**config.mk**
```make
export PLATFORM = sky130hd
export DESIGN_NAME = multicycle_controller_flat
export DESIGN_NICKNAME = d
export VERILOG_FILES = /design/src/rtl/multicycle_controller_if.sv /design/src/rtl/multicycle_controller.sv /design/src/flat_wrapper.sv
export SDC_FILE = /design/constraint.sdc
export NUM_CORES = 1
export LEC_CHECK = 0
export ABC_AREA = 0
export CORE_MARGIN = 1.5
export CORE_UTILIZATION = 25
export CTS_CLUSTER_DIAMETER = 50
export DETAILED_ROUTE_END_ITERATION = 7
export HOLD_SLACK_MARGIN = 0.06
export SYNTH_ARGS = -nofsm -noshare
export SYNTH_HDL_FRONTEND = slang
export SYNTH_SLANG_ARGS = --single-unit
```
**constraint.sdc**
```tcl
create_clock -name clk -period 2.2 [get_ports clk]
set_input_delay 0.22 -clock clk [delete_from_list [all_inputs] [get_ports clk]]
set_output_delay 0.22 -clock clk [all_outputs]
set_load 0.05 [all_outputs]
```
**src/rtl/multicycle_controller_if.sv**
```systemverilog
// Control/status bundle between the multicycle controller and the MIPS datapath.
// The controller side (master) drives the mux selects and write enables and
// reads the decoded instruction fields, the ALU zero flag and memory ready.
interface multicycle_controller_if;
  logic [5:0] op;
  logic [5:0] funct;
  logic       zero;
  logic       mem_ready;

  logic       IorD;
  logic       MemWrite;
  logic       IRWrite;
  logic       RegDst;
  logic       MemtoReg;
  logic       RegWrite;
  logic       ALUSrcA;
  logic [1:0] ALUSrcB;
  logic [2:0] aluControl;
  logic [1:0] PCSrc;
  logic       PCEn;

  modport master (
    input  op, funct, zero, mem_ready,
    output IorD, MemWrite, IRWrite, RegDst, MemtoReg, RegWrite,
           ALUSrcA, ALUSrcB, aluControl, PCSrc, PCEn
  );

  modport slave (
    output op, funct, zero, mem_ready,
    input  IorD, MemWrite, IRWrite, RegDst, MemtoReg, RegWrite,
           ALUSrcA, ALUSrcB, aluControl, PCSrc, PCEn
  );
endinterface

```
**src/rtl/multicycle_controller.sv**
```systemverilog
// Multicycle MIPS control FSM. Sequences fetch/decode/execute over one shared
// memory port and one ALU, waits on mem_ready for every memory access, flags
// undecodable instructions and counts retired instructions.
module multicycle_controller #(
  parameter int CNT_W = 16
) (
  input  logic                    clk,
  input  logic                    reset,
  multicycle_controller_if.master bus,
  output logic                    illegal_op,
  output logic                    retired,
  output logic [CNT_W-1:0]        instr_count,
  output logic [3:0]              state
);

  localparam logic [5:0] OP_RTYPE = 6'b000000;
  localparam logic [5:0] OP_LW    = 6'b100011;
  localparam logic [5:0] OP_SW    = 6'b101011;
  localparam logic [5:0] OP_BEQ   = 6'b000100;
  localparam logic [5:0] OP_ADDI  = 6'b001000;
  localparam logic [5:0] OP_J     = 6'b000010;

  localparam logic [2:0] ALU_ADD = 3'b010;
  localparam logic [2:0] ALU_SUB = 3'b110;
  localparam logic [2:0] ALU_AND = 3'b000;
  localparam logic [2:0] ALU_OR  = 3'b001;
  localparam logic [2:0] ALU_SLT = 3'b111;

  typedef enum logic [3:0] {
    S_FETCH    = 4'd0,
    S_DECODE   = 4'd1,
    S_MEMADR   = 4'd2,
    S_MEMREAD  = 4'd3,
    S_MEMWB    = 4'd4,
    S_MEMWRITE = 4'd5,
    S_EXECUTE  = 4'd6,
    S_ALUWB    = 4'd7,
    S_BRANCH   = 4'd8,
    S_ADDIEX   = 4'd9,
    S_ADDIWB   = 4'd10,
    S_JUMP     = 4'd11,
    S_ILLEGAL  = 4'd12
  } state_t;

  state_t           state_reg;
  state_t           state_next;
  logic [CNT_W-1:0] count_reg;
  // op/funct are only valid in DECODE, so what later states need is captured there
  logic             is_sw_reg;
  logic [2:0]       alu_ex_reg;

  logic             funct_legal;
  logic [2:0]       funct_alu;

  logic pc_en_raw;
  logic ir_write_raw;
  logic mem_write_raw;
  logic reg_write_raw;
  logic illegal_raw;
  logic retired_raw;

  // R-type funct decode: legality and the ALU operation it selects
  always_comb begin
    funct_legal = 1'b1;
    funct_alu   = ALU_ADD;
    case (bus.funct)
      6'b100000: funct_alu = ALU_ADD;
      6'b100010: funct_alu = ALU_SUB;
      6'b100100: funct_alu = ALU_AND;
      6'b100101: funct_alu = ALU_OR;
      6'b101010: funct_alu = ALU_SLT;
      default:   funct_legal = 1'b0;
    endcase
  end

  // Next-state logic and per-state datapath controls (enables are ungated here)
  always_comb begin
    state_next     = state_reg;
    bus.IorD       = 1'b0;
    bus.RegDst     = 1'b0;
    bus.MemtoReg   = 1'b0;
    bus.ALUSrcA    = 1'b0;
    bus.ALUSrcB    = 2'b00;
    bus.aluControl = ALU_ADD;
    bus.PCSrc      = 2'b00;
    pc_en_raw      = 1'b0;
    ir_write_raw   = 1'b0;
    mem_write_raw  = 1'b0;
    reg_write_raw  = 1'b0;
    illegal_raw    = 1'b0;
    retired_raw    = 1'b0;

    case (state_reg)
      S_FETCH: begin
        bus.ALUSrcB  = 2'b01;
        ir_write_raw = bus.mem_ready;
        pc_en_raw    = bus.mem_ready;
        if (bus.mem_ready) state_next = S_DECODE;
      end
      S_DECODE: begin
        bus.ALUSrcB = 2'b11;
        case (bus.op)
          OP_LW, OP_SW: state_next = S_MEMADR;
          OP_RTYPE:     state_next = funct_legal ? S_EXECUTE : S_ILLEGAL;
          OP_BEQ:       state_next = S_BRANCH;
          OP_ADDI:      state_next = S_ADDIEX;
          OP_J:         state_next = S_JUMP;
          default:      state_next = S_ILLEGAL;
        endcase
      end
      S_MEMADR: begin
        bus.ALUSrcA = 1'b1;
        bus.ALUSrcB = 2'b10;
        state_next  = is_sw_reg ? S_MEMWRITE : S_MEMREAD;
      end
      S_MEMREAD: begin
        bus.IorD = 1'b1;
        if (bus.mem_ready) state_next = S_MEMWB;
      end
      S_MEMWB: begin
        bus.MemtoReg  = 1'b1;
        reg_write_raw = 1'b1;
        retired_raw   = 1'b1;
        state_next    = S_FETCH;
      end
      S_MEMWRITE: begin
        bus.IorD      = 1'b1;
        mem_write_raw = 1'b1;
        retired_raw   = bus.mem_ready;
        if (bus.mem_ready) state_next = S_FETCH;
      end
      S_EXECUTE: begin
        bus.ALUSrcA    = 1'b1;
        bus.aluControl = alu_ex_reg;
        state_next     = S_ALUWB;
      end
      S_ALUWB: begin
        bus.RegDst    = 1'b1;
        reg_write_raw = 1'b1;
        retired_raw   = 1'b1;
        state_next    = S_FETCH;
      end
      S_BRANCH: begin
        bus.ALUSrcA    = 1'b1;
        bus.aluControl = ALU_SUB;
        bus.PCSrc      = 2'b01;
        pc_en_raw      = bus.zero;
        retired_raw    = 1'b1;
        state_next     = S_FETCH;
      end
      S_ADDIEX: begin
        bus.ALUSrcA = 1'b1;
        bus.ALUSrcB = 2'b10;
        state_next  = S_ADDIWB;
      end
      S_ADDIWB: begin
        reg_write_raw = 1'b1;
        retired_raw   = 1'b1;
        state_next    = S_FETCH;
      end
      S_JUMP: begin
        bus.PCSrc   = 2'b10;
        pc_en_raw   = 1'b1;
        retired_raw = 1'b1;
        state_next  = S_FETCH;
      end
      S_ILLEGAL: begin
        illegal_raw = 1'b1;
        state_next  = S_FETCH;
      end
      default: begin
        // unused encodings: recover quietly with everything deasserted
        bus.aluControl = 3'b000;
        state_next     = S_FETCH;
      end
    endcase
  end

  // Reset suppresses every side-effecting enable immediately, not just at the edge
  always_comb begin
    bus.PCEn     = pc_en_raw & ~reset;
    bus.IRWrite  = ir_write_raw & ~reset;
    bus.MemWrite = mem_write_raw & ~reset;
    bus.RegWrite = reg_write_raw & ~reset;
    illegal_op   = illegal_raw & ~reset;
    retired      = retired_raw & ~reset;
  end

  // State register, retired counter and decode-time captures
  always_ff @(posedge clk) begin
    if (reset) begin
      state_reg  <= S_FETCH;
      count_reg  <= '0;
      is_sw_reg  <= 1'b0;
      alu_ex_reg <= ALU_ADD;
    end else begin
      state_reg <= state_next;
      if (retired_raw) count_reg <= count_reg + 1'b1;
      if (state_reg == S_DECODE) begin
        is_sw_reg  <= (bus.op == OP_SW);
        alu_ex_reg <= funct_alu;
      end
    end
  end

  assign instr_count = count_reg;
  assign state       = state_reg;

endmodule

```
**src/flat_wrapper.sv**
```systemverilog
// flat-port wrapper written by rule: the top's interface ports become plain ports
module multicycle_controller_flat 
#(
  parameter int CNT_W = 16
)
  (clk, reset, illegal_op, retired, instr_count, state, bus_op, bus_funct, bus_zero, bus_mem_ready, bus_IorD, bus_MemWrite, bus_IRWrite, bus_RegDst, bus_MemtoReg, bus_RegWrite, bus_ALUSrcA, bus_ALUSrcB, bus_aluControl, bus_PCSrc, bus_PCEn);
  multicycle_controller_if bus_i ();
  input  logic clk;
  input  logic reset;
  output logic illegal_op;
  output logic retired;
  output logic [CNT_W-1:0] instr_count;
  output logic [3:0] state;
  input wire logic [$bits(bus_i.op)-1:0] bus_op;
  input wire logic [$bits(bus_i.funct)-1:0] bus_funct;
  input wire logic [$bits(bus_i.zero)-1:0] bus_zero;
  input wire logic [$bits(bus_i.mem_ready)-1:0] bus_mem_ready;
  output wire logic [$bits(bus_i.IorD)-1:0] bus_IorD;
  output wire logic [$bits(bus_i.MemWrite)-1:0] bus_MemWrite;
  output wire logic [$bits(bus_i.IRWrite)-1:0] bus_IRWrite;
  output wire logic [$bits(bus_i.RegDst)-1:0] bus_RegDst;
  output wire logic [$bits(bus_i.MemtoReg)-1:0] bus_MemtoReg;
  output wire logic [$bits(bus_i.RegWrite)-1:0] bus_RegWrite;
  output wire logic [$bits(bus_i.ALUSrcA)-1:0] bus_ALUSrcA;
  output wire logic [$bits(bus_i.ALUSrcB)-1:0] bus_ALUSrcB;
  output wire logic [$bits(bus_i.aluControl)-1:0] bus_aluControl;
  output wire logic [$bits(bus_i.PCSrc)-1:0] bus_PCSrc;
  output wire logic [$bits(bus_i.PCEn)-1:0] bus_PCEn;
  assign bus_i.op = bus_op;
  assign bus_i.funct = bus_funct;
  assign bus_i.zero = bus_zero;
  assign bus_i.mem_ready = bus_mem_ready;
  assign bus_IorD = bus_i.IorD;
  assign bus_MemWrite = bus_i.MemWrite;
  assign bus_IRWrite = bus_i.IRWrite;
  assign bus_RegDst = bus_i.RegDst;
  assign bus_MemtoReg = bus_i.MemtoReg;
  assign bus_RegWrite = bus_i.RegWrite;
  assign bus_ALUSrcA = bus_i.ALUSrcA;
  assign bus_ALUSrcB = bus_i.ALUSrcB;
  assign bus_aluControl = bus_i.aluControl;
  assign bus_PCSrc = bus_i.PCSrc;
  assign bus_PCEn = bus_i.PCEn;
  multicycle_controller #(.CNT_W(CNT_W)) u_core (.clk(clk), .reset(reset), .bus(bus_i), .illegal_op(illegal_op), .retired(retired), .instr_count(instr_count), .state(state));
endmodule
```
==> results by group, run 1 <==
Clocking
  • Clock sink count: 24
  • Total CTS buffers: 3
  • CTS Hold Bufs: 0
  • Clk Tree Root Cell: clkbuf_8
  • CTS tree: yes
  • CTS Buffer Depth: 2
  • Worst-Skew Late Latency: 260 ps
  • # H-tree levels: 1
  • # resized after CTS: 0
  • Post-CTS setup buffers: 0
  • Clk slew on worst S/H paths: 80 ps

Detailed routing
  • Final ANT Viol Nets: 0
  • WL final: 4112 um
  • DRT Pass-1 Iters: 4
  • Initial DRC Count: 92
  • Met2 wire length: around 1900 um
  • Routed wire length per instance: between 10 and 15 um
  • Vias/cell: between 4 and 5
  • Via count: 1617
  • Wl on met1: 1980 um
  • Highest Signal Layer: met4
  • DRC Markers: 0
  • WL met3: 253 um

Global route
  • Largest net degree at the start of global routing: 27
  • Total track usage: 13.09%
  • Initial antenna violation count: 0
  • Vias in the first global route: 1502
  • GRT overflow: 0
  • Global-route wire length before repair: 6941 um

Timing
  • Final setup viols: 0
  • Clk_skew: between 4 and 5 ps
  • Post-route clock period utilization: 93.56%
  • Max Transition Viols Final: 0
  • Worst-Margin Slew: 499.9 ps
  • Post-route minimum period: a little over 2000 ps
  • Fmax: 0.4859 GHz
  • WHS: 463.2 ps
  • Worst rel slew slack: 66.57%
  • Hold Fails Final Rpt: 0
  • RSZ-0062 raised after global routing: false

Critical path
  • Worst Path Required: 1980 ps
  • Crit path buffers/inverters: 2
  • CP Max Fanout: 9
  • Crit Path Category: register to output port
  • CP delay by family, top: simple AND/OR/NAND/NOR gates
  • Worst path max stage delay: 390 ps
  • Slowest cell on the critical path: dfxtp_1
  • CP Launch Type: register
  • Critical-path cell list: buf_4 > or3_1 > nor2_1 > a21oi_1 > nor3_1 > buf_12
  • Reg2reg setup slack: 420 ps
  • WP data arrival: about 1800 ps
  • Critical path endpoint category: output port

Final layout
  • Layout area overhead: 54.79%
  • Diode count: 0
  • Max reg flops: 16
  • Fin nets: ~280
  • Utilization after layout: 39.82%
  • Ratio of cells with drive above 1 in the final layout: 15.63%

Synthesis
  • Cell Area, Synth: 1514 um2
  • Mapped Cells: a little over 200
  • Sequential fraction of the synthesis area: a little under a third
  • Net Count, Synth: between 200 and 250
  • Yosys top cell by area: dfxtp_1
  • Netlist cell types: 45
  • Ys async rst share: 0%
  • Largest family of logic cells by synthesized area: simple AND/OR/NAND/NOR gates
  • Top cell type's share of synthesized area: 31.74%
  • Compound-gate portion of the synthesized area: about 17%
  • XOR/XNOR Fraction of Synth Area: under 10%
  • Post-Syn Area per Cell: 7.421 um2
  • Synth Area in Simple Gates: 37.36%
  • Adder-cell share of the synthesized area: 0.8264%
  • Syn. warnings: 0
  • Most common cell in the netlist: nor2_1
  • Top FF cell, synth: dfxtp_1
  • Commonest cells in the netlist: nor2_1, dfxtp_1, nand2_1
  • Post-synth EDFFs: 0
  • Top post-synthesis cells by area: dfxtp_1, xor2_1, nor2_1, a21oi_1, nand2_1
  • Multiplexer area fraction after synthesis: 0.6612%
  • #FFs+latches synth: 24

Pwr
  • P per Cell Area: 492.0 nW/um2
  • Static leakage: 0.8561 nW
  • Worst vdd ir: 284.0 uV

Floorplan
  • Horiz. Die Dim: around 81 um
  • DIE HEIGHT: 80.82 um
  • Site row count: 28
  • Die ar.: 6532 um2
  • Core area: 5886 um2
  • Initial core utilization: 25.72%
  • I/O Pins: 53

Placed design
  • RePlAce Congestion: 0.7766
  • PortBufs: 52
  • Dpl hpwl: 3085 um

Run
  • Max-cap violations: 0

Hold path
  • HP Class: register to register

Status
  • Status: finished clean
[worst register-to-register path: stages (launching register included)]
cell	delay [ps]
dfxtp_1	390
and2b_1	300
a22o_4	230
nand3_2	140
or4_1	510
a21oi_1	150
[power by group]
group / internal [W] / switching, W / total [W]
Clock: 0.000122 / 0.000126 / 0.000248
Sequential: 0.000449 / 0.0000142 / 0.000463
Combinational: 0.000184 / 0.000258 / 0.000441
[cell families after synthesis]
logic type	after synthesis
XOR/XNOR	13
flip-flops	24
AO/OA/AOI/OAI	37
buffers and inverters	19
adder cells (fa/ha/maj)	1
multiplexers	1
AND/OR/NAND/NOR	109
[per-stage QoR]
stage	setup TNS, ps	instances	area, um2	worst slack (ps)	total power (W)
2_1_floorplan	-1784	204	1535	-412.0	0.0007372
5_1_grt	0	331	2344	27.68	0.001220
4_1_cts	0	331	2344	134.9	0.001170
3_5_place_dp	0	328	2302	166.3	0.0009150
6_report	0	331	2344	141.8	0.001153
3_3_place_gp	0	328	2302	180.2	0.0009139
[final timing paths]
| kind | from | end | depth (start not counted) |
|---|---|---|---|
| worst max-delay path | u_core.state[3]$_SDFFE_PP0P_ | bus_PCEn | 6 |
| worst min-delay path | u_core.alu_ex_reg[0]$_SDFFE_PP0P_ | u_core.alu_ex_reg[0]$_SDFFE_PP0P_ | 2 |
| worst max register to register | u_core.state[3]$_SDFFE_PP0P_ | u_core.instr_count[14]$_SDFFE_PP0P_ | 5 |
| worst min register to register | u_core.alu_ex_reg[0]$_SDFFE_PP0P_ | u_core.alu_ex_reg[0]$_SDFFE_PP0P_ | 2 |
[cell type report]
class | instances | area (um2)
clock buffers | 3 | 41.29
fillers | 621 | 3542
inverters | 7 | 26.28
multi-input cells | 161 | 978.4
flip-flops and latches | 24 | 480.5
well taps | 75 | 93.84
repair buffers | 61 | 723.2
[cells in the final DEF, fill, tap and decap left out, types with 2 or more instances in the layout]
cell type	instances
a31oi_1	2
nand2_1	18
nand3_1	11
nor3_2	2
buf_12	14
a21o_1	3
nor2_2	3
buf_4	11
nor2_1	24
nand4b_1	2
nor2b_1	5
nor3_1	11
o21a_1	2
xor2_1	12
and3_1	5
inv_1	6
or3_1	5
o21ai_0	4
nand2b_1	6
a21oi_1	14
or4_1	2
a221oi_1	2
clkbuf_8	3
and4_1	2
nand4_1	5
clkdlybuf4s50_1	36
dfxtp_1	24
[routing by layer]
metal  vias to the layer above  track usage [%]
met2                        34            21.50
met5                         -                0
met1                       749            17.78
met4                         0            1.034
li1                        832                -
met3                         2            3.596
Power figures use the tool's default switching activity.
==> inputs of run 2 (changes only) <==
Settings changed: RECOVER_POWER set to 100.
==> results by group, run 2 (synthesis results as in run 1) <==
Status
  • Status: finished clean

Clocking
  • Post-CTS setup buffers: 0
  • CTS Buffer Depth: 2
  • Total CTS buffers: 3
  • Clock sink count: 24
  • Clk Tree Root Cell: clkbuf_8
  • CTS Hold Bufs: 0
  • # H-tree levels: 1
  • CTS tree: yes
  • # resized after CTS: 0
  • Clk slew on worst S/H paths: 80 ps
  • Worst-Skew Late Latency: 260 ps

Final layout
  • Utilization after layout: 37.20%
  • Fin nets: approximately 280
  • Diode count: 0
  • Ratio of cells with drive above 1 in the final layout: 10.16%
  • Commonest non-fill, non-tap cell in the layout: nor2_1
  • Layout area overhead: 44.63%
  • Max reg flops: 16
  • Commonest non-fill, non-tap cells in the layout: nor2_1, dfxtp_1, dlygate4sd3_1

Timing
  • WHS: 462.4 ps
  • Post-route minimum period: around 2100 ps
  • Worst-Margin Slew: between 600 and 700 ps
  • Final setup viols: 0
  • Hold Fails Final Rpt: 0
  • Fmax: 0.4777 GHz
  • Max Transition Viols Final: 0
  • Setup WS post-layout: 106.4 ps
  • Clk_skew: 4.500 ps
  • RSZ-0062 raised after global routing: false
  • Post-route clock period utilization: 95.16%
  • Worst rel slew slack: 58.78%

Global route
  • Total track usage: 13.09%
  • Initial antenna violation count: 0
  • Global-route wire length before repair: 6941 um
  • Largest net degree at the start of global routing: 27
  • GRT overflow: 0
  • Vias in the first global route: 1502

Run
  • Max-cap violations: 0

Detailed routing
  • Initial DRC Count: 83
  • WL met3: between 200 and 300 um
  • Met2 wire length: 1904 um
  • Routed wire length per instance: 12.37 um
  • WL final: 4094 um
  • DRT Pass-1 Iters: 4
  • Final ANT Viol Nets: 0
  • DRC Markers: 0
  • Highest Signal Layer: met4
  • Wl on met1: 1910 um
  • Vias/cell: 4.864
  • Via count: between 1500 and 2000

Hold path
  • WHS Path Cells: 2
  • HP Class: register to register

Floorplan
  • DIE HEIGHT: 80.82 um
  • Horiz. Die Dim: 80.82 um
  • Site row count: 28
  • Die ar.: 6532 um2
  • I/O Pins: 53
  • Core area: around 5900 um2
  • Initial core utilization: 25.72%

Critical path
  • Crit Path Category: register to output port
  • CP Launch Type: register
  • Worst reg-to-reg path cell count: 6
  • Critical path endpoint category: output port
  • WP data arrival: 1870 ps
  • CP Max Fanout: 9
  • Worst Path Required: 1980 ps

Pwr
  • Worst vdd ir: 283.5 uV
  • Static leakage: 0.8690 nW
  • P per Cell Area: 505.3 nW/um2

Placed design
  • Dpl hpwl: 3085 um
  • Place WS: 166.3 ps
  • RePlAce Congestion: 0.7766
  • PortBufs: 52
## run 2: cell count changes in the layout (fill, tap and decap cells not counted), moves of 2 or more
cell	before	now
buf_4	11	8
nor3_1	11	13
clkbuf_2	0	3
clkbuf_1	0	7
nor3_2	2	0
dlygate4sd3_1	0	20
buf_12	14	7
clkdlybuf4s50_1	36	16
## run 2: critical path, cell delays in order, from the launching register on
cell and delay, ps:
dfxtp_1 380, clkbuf_1 200, nor3_1 200, clkdlybuf4s50_1 820
## run 2: path summary, 6_finish.rpt
kind / from / slack (ps) / to
min reg2reg: u_core.alu_ex_reg[0]$_SDFFE_PP0P_ / 460 / u_core.alu_ex_reg[0]$_SDFFE_PP0P_
max reg2reg: u_core.state[1]$_SDFFE_PP0P_ / 260 / u_core.instr_count[14]$_SDFFE_PP0P_
min: u_core.alu_ex_reg[0]$_SDFFE_PP0P_ / 460 / u_core.alu_ex_reg[0]$_SDFFE_PP0P_
max: u_core.state[3]$_SDFFE_PP0P_ / 110 / bus_ALUSrcB[0]
## run 2: metrics by stage
stage / cell area [um2] / instances / setup TNS, ps / total power [W]
6_report: 2190 / 331 / 0 / 0.001106
5_1_grt: 2190 / 331 / 0 / 0.001173
4_1_cts: 2344 / 331 / 0 / 0.001170
3_5_place_dp: 2302 / 328 / 0 / 0.0009150
3_3_place_gp: 2302 / 328 / 0 / 0.0009139
2_1_floorplan: 1535 / 204 / -1784 / 0.0007372
## run 2: layout make-up
class                   count  area [um2]
multi-input cells         161       945.9
fillers                   639        3696
well taps                  75       93.84
inverters                   7       26.28
repair buffers             61       601.8
clock buffers               3       41.29
flip-flops and latches     24       480.5
## run 2: power by group
part	switching, W	leakage (nW)	total [W]	internal, W
combinational	0.000247	0.653	0.000396	0.000148
clock	0.000126	0.0216	0.000248	0.000122
sequential	0.0000137	0.194	0.000463	0.000449
total	0.000387	0.869	0.00111	0.000719
## run 2: layer usage
metal | up-vias | track usage [%]
met1 | 743 | 17.78
met5 | - | 0
met4 | 0 | 1.034
met3 | 2 | 3.596
met2 | 36 | 21.50
li1 | 829 | -
==> inputs of run 3 (changes only) <==
Settings changed: CELL_PAD_IN_SITES_DETAIL_PLACEMENT set to 0, CELL_PAD_IN_SITES_GLOBAL_PLACEMENT set to 1, PLACE_DENSITY set to 0.75, TNS_END_PERCENT set to 10.
==> results by group, run 3 (synthesis results as in run 1) <==
Pwr
  • Logic pwr share: 31.6%
  • Worst vdd ir: between 400 and 500 uV
  • Static leakage: just over 0.9 nW
  • Internal power: 0.0008409 W
  • Sequential power share: a little under two fifths
  • Total power: around 0.0013 W
  • NetSw: 0.0004151 W
  • Clock power frac: 31.4%
  • P per Cell Area: 571.7 nW/um2
  • Sw Ratio: between 30% and 40%

Critical path
  • Critical path endpoint category: output port
  • Worst Path Required: between 1500 and 2000 ps
  • Crit Path Category: register to output port
  • CP Max Fanout: 12
  • CP Launch Type: register
  • Worst r2r src: u_core.state[0]$_SDFFE_PP0P_
  • Critical Path Source: u_core.state[1]$_SDFFE_PP0P_
  • WP data arrival: 1840 ps

Final layout
  • Commonest non-fill, non-tap cell in the layout: nor2_1
  • Fin nets: about 270
  • Commonest non-fill, non-tap cells in the layout: nor2_1, dfxtp_1, dlygate4sd3_1
  • Layout area overhead: 45.12%
  • Ratio of cells with drive above 1 in the final layout: a little under a tenth
  • Max reg flops: 16
  • Diode count: 0
  • Fillers: between 600 and 700

Floorplan
  • Horiz. Die Dim: slightly above 80 um
  • I/O Pins: 53
  • Die ar.: 6532 um2
  • Core area: 5886 um2
  • DIE HEIGHT: just over 80 um
  • Initial core utilization: 25.72%
  • Site row count: 28

Clocking
  • Clock sink count: 24
  • Clk Tree Root Cell: clkbuf_8
  • Clk slew on worst S/H paths: 100 ps
  • # resized after CTS: 0
  • # H-tree levels: 1
  • CTS Buffer Depth: 2
  • Total CTS buffers: 3
  • CTS tree: yes
  • CTS Hold Bufs: 0
  • Post-CTS setup buffers: 0
  • Worst-Skew Late Latency: 270 ps

Timing
  • RSZ-0062 raised after global routing: false
  • Final setup viols: 0
  • Clk_skew: 10.42 ps
  • Fmax: 0.4857 GHz
  • Worst-Margin Slew: ~630 ps
  • Post-route minimum period: 2059 ps
  • Worst rel slew slack: 58.48%
  • Hold Fails Final Rpt: 0
  • Setup TNS: 0 ps
  • Post-route clock period utilization: 93.58%
  • Max Transition Viols Final: 0

Run
  • Max-cap violations: 0

Global route
  • Initial antenna violation count: 0
  • Vias in the first global route: 1436
  • GRT overflow: 0
  • Global-route wire length before repair: a little under 7000 um
  • Total track usage: 13.34%
  • Largest net degree at the start of global routing: 18

Detailed routing
  • Routed wire length per instance: 12.60 um
  • Final ANT Viol Nets: 0
  • Vias/cell: 4.788
  • Via count: 1580
  • WL final: 4157 um
  • Initial DRC Count: 133
  • DRT Pass-1 Iters: 4
  • DRC Markers: 0

Placed design
  • Dpl hpwl: 3058 um
  • PortBufs: 52
  • RePlAce Congestion: 0.7845

Hold path
  • HP Class: register to register
  • Hold_sp: u_core.alu_ex_reg[0]$_SDFFE_PP0P_

Status
  • Status: finished clean
-- run 3: power groups by stage --
stage / clock network, W / logic [W] / registers [W]
3_3_place_gp: 0 / 0.000436 / 0.000474
6_report: 0.000395 / 0.000397 / 0.000464
4_1_cts: 0.000406 / 0.000437 / 0.000464
2_1_floorplan: 0 / 0.000232 / 0.000502
5_1_grt: 0.000426 / 0.000429 / 0.000467
3_5_place_dp: 0 / 0.000435 / 0.000473
-- run 3: worst paths after layout --
path                            slack, ps                                   to  cells after the start
worst min register to register        460    u_core.alu_ex_reg[0]$_SDFFE_PP0P_                      2
worst max register to register        310  u_core.instr_count[14]$_SDFFE_PP0P_                      5
worst max-delay path                  140                             state[1]                      2
worst min-delay path                  460    u_core.alu_ex_reg[0]$_SDFFE_PP0P_                      2
-- run 3: final cells by class --
| class | instances | area, um2 | area share [%] |
|---|---|---|---|
| inverter | 7 | 26.28 | 1.196 |
| tap | 75 | 93.84 | 4.271 |
| clock buffer | 3 | 41.29 | 1.879 |
| timing repair buffer | 59 | 576.8 | 26.25 |
| clock inverter | 1 | 30.03 | 1.367 |
| multi-input combinational | 161 | 948.4 | 43.17 |
| sequential | 24 | 480.5 | 21.87 |
-- run 3: through the flow --
| stage | utilization, % | setup WS (ps) | cells | hold WS (ps) | instance area, um2 |
|---|---|---|---|---|---|
| after floorplan | - | -501.7 | 204 | 387.3 | 1520 |
| after detailed placement | 38.56 | 115.7 | 326 | 444.8 | 2270 |
| final | 37.33 | 141.1 | 330 | 459.3 | 2197 |
| after global routing | 37.33 | 41.61 | 330 | 476.3 | 2197 |
| after global placement | 38.56 | 134.4 | 326 | 446.8 | 2270 |
| after CTS | 39.77 | 126.8 | 330 | 461.6 | 2341 |
-- run 3: per-layer routing --
metal	up-vias	global-route usage (%)	wire (um)	share of wire, %
li1	825	-	-	-
met1	719	18.83	2134	51
met2	32	20.50	1761	42
met3	4	3.371	234	5.6
met4	0	2.586	27	0.65
met5	-	0	0	0
-- run 3: worst max-delay path, cell delays in order, from the launching register on --
cell and delay [ps]:
dfxtp_1 440, buf_4 230, dlygate4sd3_1 890
